**src/rtl/addr_gen_upd_dwu_pkg.sv**
```systemverilog
// Shared definitions for the weight-update address generator:
// default bus width, FSM state encodings and a counter-width helper.
package addr_gen_upd_dwu_pkg;

    localparam int ADDR_WIDTH_DEF = 12;
    localparam int DRAIN_W        = 4;

    typedef enum logic [1:0] {
        ST_IDLE  = 2'd0,
        ST_RUN   = 2'd1,
        ST_DRAIN = 2'd2,
        ST_DONE  = 2'd3
    } state_e;

    // A counter over n values needs at least one bit, even when n is 1.
    function automatic int cnt_width(input int n);
        return (n > 1) ? $clog2(n) : 1;
    endfunction

endpackage

```
**src/rtl/delay_line.sv**
```systemverilog
// Fixed-latency shift register: q_o reproduces d_i exactly DEPTH cycles later.
module delay_line #(
    parameter int WIDTH = 8,
    parameter int DEPTH = 3
) (
    input  logic             clk,
    input  logic             rst,
    input  logic [WIDTH-1:0] d_i,
    output logic [WIDTH-1:0] q_o
);

    logic [WIDTH-1:0] stage_q [DEPTH];

    always_ff @(posedge clk or posedge rst) begin
        if (rst) begin
            for (int i = 0; i < DEPTH; i++) begin
                stage_q[i] <= '0;
            end
        end else begin
            stage_q[0] <= d_i;
            for (int i = 1; i < DEPTH; i++) begin
                stage_q[i] <= stage_q[i-1];
            end
        end
    end

    assign q_o = stage_q[DEPTH-1];

endmodule

```
**src/rtl/addr_gen_upd_dwu.sv**
```systemverilog
// Address generator for the weight-update MAC: walks (c, j, t) over the weight
// matrix and schedules one write-back per weight after the MAC pipeline latency.
//
// state | meaning
// IDLE  | waiting for en to start a run
// RUN   | issuing read addresses; en low stalls the counters
// DRAIN | waiting DELAY cycles for the final write-back to leave the pipeline
// DONE  | one-cycle completion pulse, then back to IDLE
module addr_gen_upd_dwu
    import addr_gen_upd_dwu_pkg::*;
#(
    parameter int ADDR_WIDTH = ADDR_WIDTH_DEF,
    parameter int TIMESTEP   = 7,
    parameter int NUM_CELL   = 8,
    parameter int NUM_INPUT  = 8,
    parameter int DELAY      = 3
) (
    input  logic                  clk,
    input  logic                  rst,
    input  logic                  en,
    output logic [ADDR_WIDTH-1:0] o_addr_d,
    output logic [ADDR_WIDTH-1:0] o_addr_x,
    output logic [ADDR_WIDTH-1:0] o_addr_w_rd,
    output logic                  o_valid,
    output logic                  o_acc,
    output logic                  o_wr,
    output logic [ADDR_WIDTH-1:0] o_addr_w_wr,
    output logic                  o_done
);

    localparam int TW = cnt_width(TIMESTEP);
    localparam int JW = cnt_width(NUM_INPUT);
    localparam int CW = cnt_width(NUM_CELL);

    state_e             state_q, state_d;
    logic [TW-1:0]      t_q, t_d;
    logic [JW-1:0]      j_q, j_d;
    logic [CW-1:0]      c_q, c_d;
    logic [DRAIN_W-1:0] drain_q, drain_d;

    logic t_max, j_max, c_max, issue, push;
    logic [ADDR_WIDTH-1:0] t_a, j_a, c_a, w_idx;
    logic [ADDR_WIDTH:0]   pipe_in, pipe_out;

    assign t_max = (t_q == TW'(TIMESTEP - 1));
    assign j_max = (j_q == JW'(NUM_INPUT - 1));
    assign c_max = (c_q == CW'(NUM_CELL - 1));
    assign issue = (state_q == ST_RUN) && en;
    assign push  = issue && t_max;

    assign t_a   = ADDR_WIDTH'(t_q);
    assign j_a   = ADDR_WIDTH'(j_q);
    assign c_a   = ADDR_WIDTH'(c_q);
    assign w_idx = c_a * ADDR_WIDTH'(NUM_INPUT) + j_a;

    always_comb begin
        state_d = state_q;
        t_d     = t_q;
        j_d     = j_q;
        c_d     = c_q;
        drain_d = drain_q;
        case (state_q)
            ST_IDLE: begin
                if (en) state_d = ST_RUN;
            end
            ST_RUN: begin
                if (en) begin
                    if (!t_max) begin
                        t_d = t_q + TW'(1);
                    end else begin
                        t_d = '0;
                        if (!j_max) begin
                            j_d = j_q + JW'(1);
                        end else begin
                            j_d = '0;
                            if (!c_max) begin
                                c_d = c_q + CW'(1);
                            end else begin
                                c_d     = '0;
                                drain_d = DRAIN_W'(DELAY - 1);
                                state_d = ST_DRAIN;
                            end
                        end
                    end
                end
            end
            ST_DRAIN: begin
                if (drain_q == '0) state_d = ST_DONE;
                else               drain_d = drain_q - DRAIN_W'(1);
            end
            ST_DONE: begin
                state_d = ST_IDLE;
            end
            default: begin
                state_d = ST_IDLE;
            end
        endcase
    end

    always_ff @(posedge clk or posedge rst) begin
        if (rst) begin
            state_q <= ST_IDLE;
            t_q     <= '0;
            j_q     <= '0;
            c_q     <= '0;
            drain_q <= '0;
        end else begin
            state_q <= state_d;
            t_q     <= t_d;
            j_q     <= j_d;
            c_q     <= c_d;
            drain_q <= drain_d;
        end
    end

    // Address is zeroed when not pushing so idle pipeline slots carry nothing.
    assign pipe_in = {push, push ? w_idx : '0};

    delay_line #(
        .WIDTH (ADDR_WIDTH + 1),
        .DEPTH (DELAY)
    ) u_wb_pipe (
        .clk (clk),
        .rst (rst),
        .d_i (pipe_in),
        .q_o (pipe_out)
    );

    assign o_wr        = pipe_out[ADDR_WIDTH];
    assign o_addr_w_wr = o_wr ? pipe_out[ADDR_WIDTH-1:0] : '0;
    assign o_done      = (state_q == ST_DONE);

    // Counters only move on issue, so addresses and o_acc hold through stalls.
    always_comb begin
        o_addr_d    = '0;
        o_addr_x    = '0;
        o_addr_w_rd = '0;
        o_valid     = 1'b0;
        o_acc       = 1'b0;
        if (state_q == ST_RUN) begin
            o_addr_d    = t_a * ADDR_WIDTH'(NUM_CELL) + c_a;
            o_addr_x    = t_a * ADDR_WIDTH'(NUM_INPUT) + j_a;
            o_addr_w_rd = w_idx;
            o_valid     = en;
            o_acc       = (t_q != '0);
        end
    end

endmodule

```
**config.mk**
```make
export PLATFORM = sky130hd
export DESIGN_NAME = addr_gen_upd_dwu
export DESIGN_NICKNAME = d
export VERILOG_FILES = /design/src/rtl/addr_gen_upd_dwu_pkg.sv /design/src/rtl/delay_line.sv /design/src/rtl/addr_gen_upd_dwu.sv
export SDC_FILE = /design/constraint.sdc
export NUM_CORES = 1
export LEC_CHECK = 0
export ABC_AREA = 0
export BUFFER_PORTS_ARGS = -buffer_cell sky130_fd_sc_hd__buf_2
export CAP_MARGIN = 10
export CORE_ASPECT_RATIO = 0.8
export CORE_MARGIN = 2
export CORE_UTILIZATION = 40
export CTS_CLUSTER_SIZE = 12
export DETAILED_ROUTE_END_ITERATION = 10
export PLACE_DENSITY_LB_ADDON = 0.2
export SYNTH_ARGS = -nofsm -noshare
export SYNTH_HDL_FRONTEND = slang
export SYNTH_SLANG_ARGS = --single-unit
```
**constraint.sdc**
```tcl
create_clock -name clk -period 4.57 [get_ports clk]
set_input_delay 0.914 -clock clk [delete_from_list [all_inputs] [get_ports clk]]
set_output_delay 0.914 -clock clk [all_outputs]
set_load 0.03 [all_outputs]
```
==> impl_metrics.json <==
{
  "ant_nets": 0,
  "setup_slack_ns": 1.86,
  "track_usage": 0.122,
  "rows": 22,
  "clockPowerShare": 0.297,
  "grt_max_degree": 37,
  "drive_above_1_share": 0.255,
  "fillerInstances": 447,
  "whs_endpoint": "u_wb_pipe.stage_q[15]",
  "p_seq_frac": 0.414,
  "yosys_warnings": 0,
  "grt_pass1_vias": 1012,
  "h-tree-depth": 2,
  "cts_setup_buffers": 0,
  "synthesis.area_um2": 1880,
  "grtUsageMet3": 0.0412,
  "met1_usage": 0.159,
  "critPathCaptureType": "output pin",
  "cts-buffers-inserted": 5,
  "rsz0062_at_grt": "no",
  "cp_data_required_time_ns": 3.66,
  "path_class": "flip-flop to output pin",
  "finalSetupTns_ns": 0,
  "p_sw_uw": 337,
  "cts_buffer_depth": 2,
  "hp-start": "u_wb_pipe.stage_q[28]",
  "post-place-ws_ns": 2.15,
  "r2r_start": "state_q[1]",
  "drv_slew": 0,
  "dp_hpwl_um": 2080,
  "p_total_uw": 919,
  "reg2regPathDepth": 6,
  "die-area_um2": 5270,
  "synth-seq-cells": 36,
  "maxCapViolCount": 0,
  "ys_seq_area_frac": 0.479,
  "finalWeightedCongestion": 0.710,
  "top_usage_layer": "met2",
  "fmax_mhz": 369,
  "start_util": 0.412,
  "routed_via_density": 4.33,
  "min_path_cells": 0,
  "placement.io_buffers": 30,
  "peakVddDrop_mv": 0.296,
  "grtUsageMet2": 0.183,
  "coreArea_um2": 4570,
  "rrSetupSlack_ns": 2.61,
  "syn_area_per_cell_um2": 11.3,
  "hold_ws_ns": 0.351,
  "hold_path.class": "flip-flop to flip-flop",
  "wl_per_cell_um": 11.3,
  "postPlaceCellArea_um2": 1930,
  "fin_worst_skew_ns": 0.00621,
  "final_cell_mix": "dfrtp_1 (36), buf_2 (30), conb_1 (24)",
  "hold_viol": 0,
  "reg2reg_to": "state_q[1]",
  "status": "complete, no violations",
  "fin_area_um2": 2040,
  "pin_count": 55,
  "grt_remaining_overflow": 0,
  "cts-root-buf": "clkbuf_8",
  "intPower_uw": 582,
  "clock-sinks": 36,
  "clock_latency_ns": 0.28,
  "path_max_fanout": 19,
  "die_w_um": 80.7,
  "setup_viol": 0,
  "critical_path_arrival_ns": 1.80,
  "nets": 206,
  "synthCells": 166,
  "timing.final.crit_share": 0.594,
  "p_per_area_nw_per_um2": 450,
  "drt-pass1-iter-count": 4,
  "wirelength_um": 2840,
  "p_leak_nw": 1.14,
  "min_period_ns": 2.71,
  "grt_pass1_wl_um": 4780,
  "drc": 0,
  "ys_types": 33,
  "cp-start-kind": "flip-flop",
  "n_antenna_cell": 0,
  "dieHeight_um": 65.4,
  "cts_tree": "done",
  "p_comb_frac": 0.289,
  "path_clk_slew_ns": 0.07,
  "p_sw_frac": 0.367,
  "antenna_found_initial": 0,
  "syn2layout_area_growth_pct": 8.51,
  "cts_hold_buffers": 0,
  "layout_commonest_cell": "dfrtp_1",
  "num_vias": 1092,
  "post_cts_resized": 0,
  "drt_iter0_markers": 29
}
layout make-up:
type | instances | area, µm² | share of cell area
tap | 60 | 75.1 | 0.0368
clock buffer | 6 | 72.6 | 0.0355
multi-input combinational | 108 | 767 | 0.376
sequential | 36 | 901 | 0.441
clock inverter | 2 | 35.0 | 0.0172
inverter | 9 | 33.8 | 0.0165
timing repair buffer | 31 | 158 | 0.0772
power by group through the flow:
| stage | logic (mW) | registers (mW) | clock network, mW |
|---|---|---|---|
| 2_1_floorplan | 0.255 | 0.378 | 0 |
| 3_3_place_gp | 0.265 | 0.384 | 0 |
| 3_5_place_dp | 0.267 | 0.387 | 0 |
| 4_1_cts | 0.268 | 0.381 | 0.281 |
| 5_1_grt | 0.285 | 0.388 | 0.296 |
| 6_report | 0.265 | 0.380 | 0.273 |
through the flow:
stage                     instances  utilization
after CTS                       252        0.447
after detailed placement        244        0.423
after global routing            252        0.447
after global placement          244        0.423
final                           252        0.447
after floorplan                 189            -
how the worst max path moves through the flow:
stage             endpoint  startpoint  cells past startpoint  slack (ns)
6_report           o_valid  state_q[1]                      5        1.86
3_3_place_gp       o_valid  state_q[1]                      5        2.24
5_1_grt            o_valid  state_q[1]                      5        1.60
4_1_cts            o_valid  state_q[1]                      5        1.83
3_5_place_dp       o_valid  state_q[1]                      5        2.15
2_1_floorplan  o_addr_x[4]  state_q[1]                      6        2.02
kinds of logic (layout without fill, tap and decap cells):
group | after synthesis | count (layout) | synth area share
flops | 36 | 36 | 0.479
fa+ha+maj | 12 | 12 | 0.0798
simple gates | 48 | 48 | 0.147
other cells | 1 | 24 | 0.00199
mux | 6 | 6 | 0.0452
compound gates | 18 | 18 | 0.0878
buf+inv | 45 | 48 | 0.160
sequential cells by signal (all words and copies together) (netlist names):
signal and flops:
t_q 3, state_q 2, c_q 3, u_wb_pipe.stage_q 14, drain_q 4, j_q 3
u_wb_pipe.q_o 7
per-layer routing:
layer,part of all wire,vias to the layer above
met5,0,-
met4,0.018,0
met2,0.46,38
met3,0.056,4
li1,-,531
met1,0.46,519
cells in the mapped netlist:
library cell  count  area, µm²
or2b_1            1       7.51
and3_4            1       11.3
nor2_1            3       11.3
o21ai_0           5       25.0
a21o_1            2       15.0
and4b_1           1       10.0
o21ai_1           2       10.0
and2_1           15       93.8
inv_1             9       33.8
nand3_2           1       10.0
o31a_1            1       8.76
a211oi_1          1       7.51
clkbuf_1          2       7.51
buf_4            33        248
a2bb2oi_4         1       26.3
mux2i_1           1       10.0
and3_1            6       37.5
nand3b_1          1       7.51
nand2b_1          4       25.0
nor3_1            2       10.0
a32oi_1           1       8.76
nand2_1          11       41.3
mux2_4            5       75.1
a21boi_0          2       15.0
a21oi_2           1       8.76
o31ai_2           1       12.5
conb_1            1       3.75
ha_1             12        150
nand3_1           1       5.00
buf_6             1       11.3
dfrtp_1          36        901
or2_1             1       6.26
o2bb2ai_4         1       27.5
critical path, cell delays in order (launching register included):
cell and delay [ns]:
dfrtp_1 0.41, inv_1 0.13, ha_1 0.48, nand2_1 0.19
inv_1 0.10, buf_2 0.20
(Power assumes the default switching activity.)
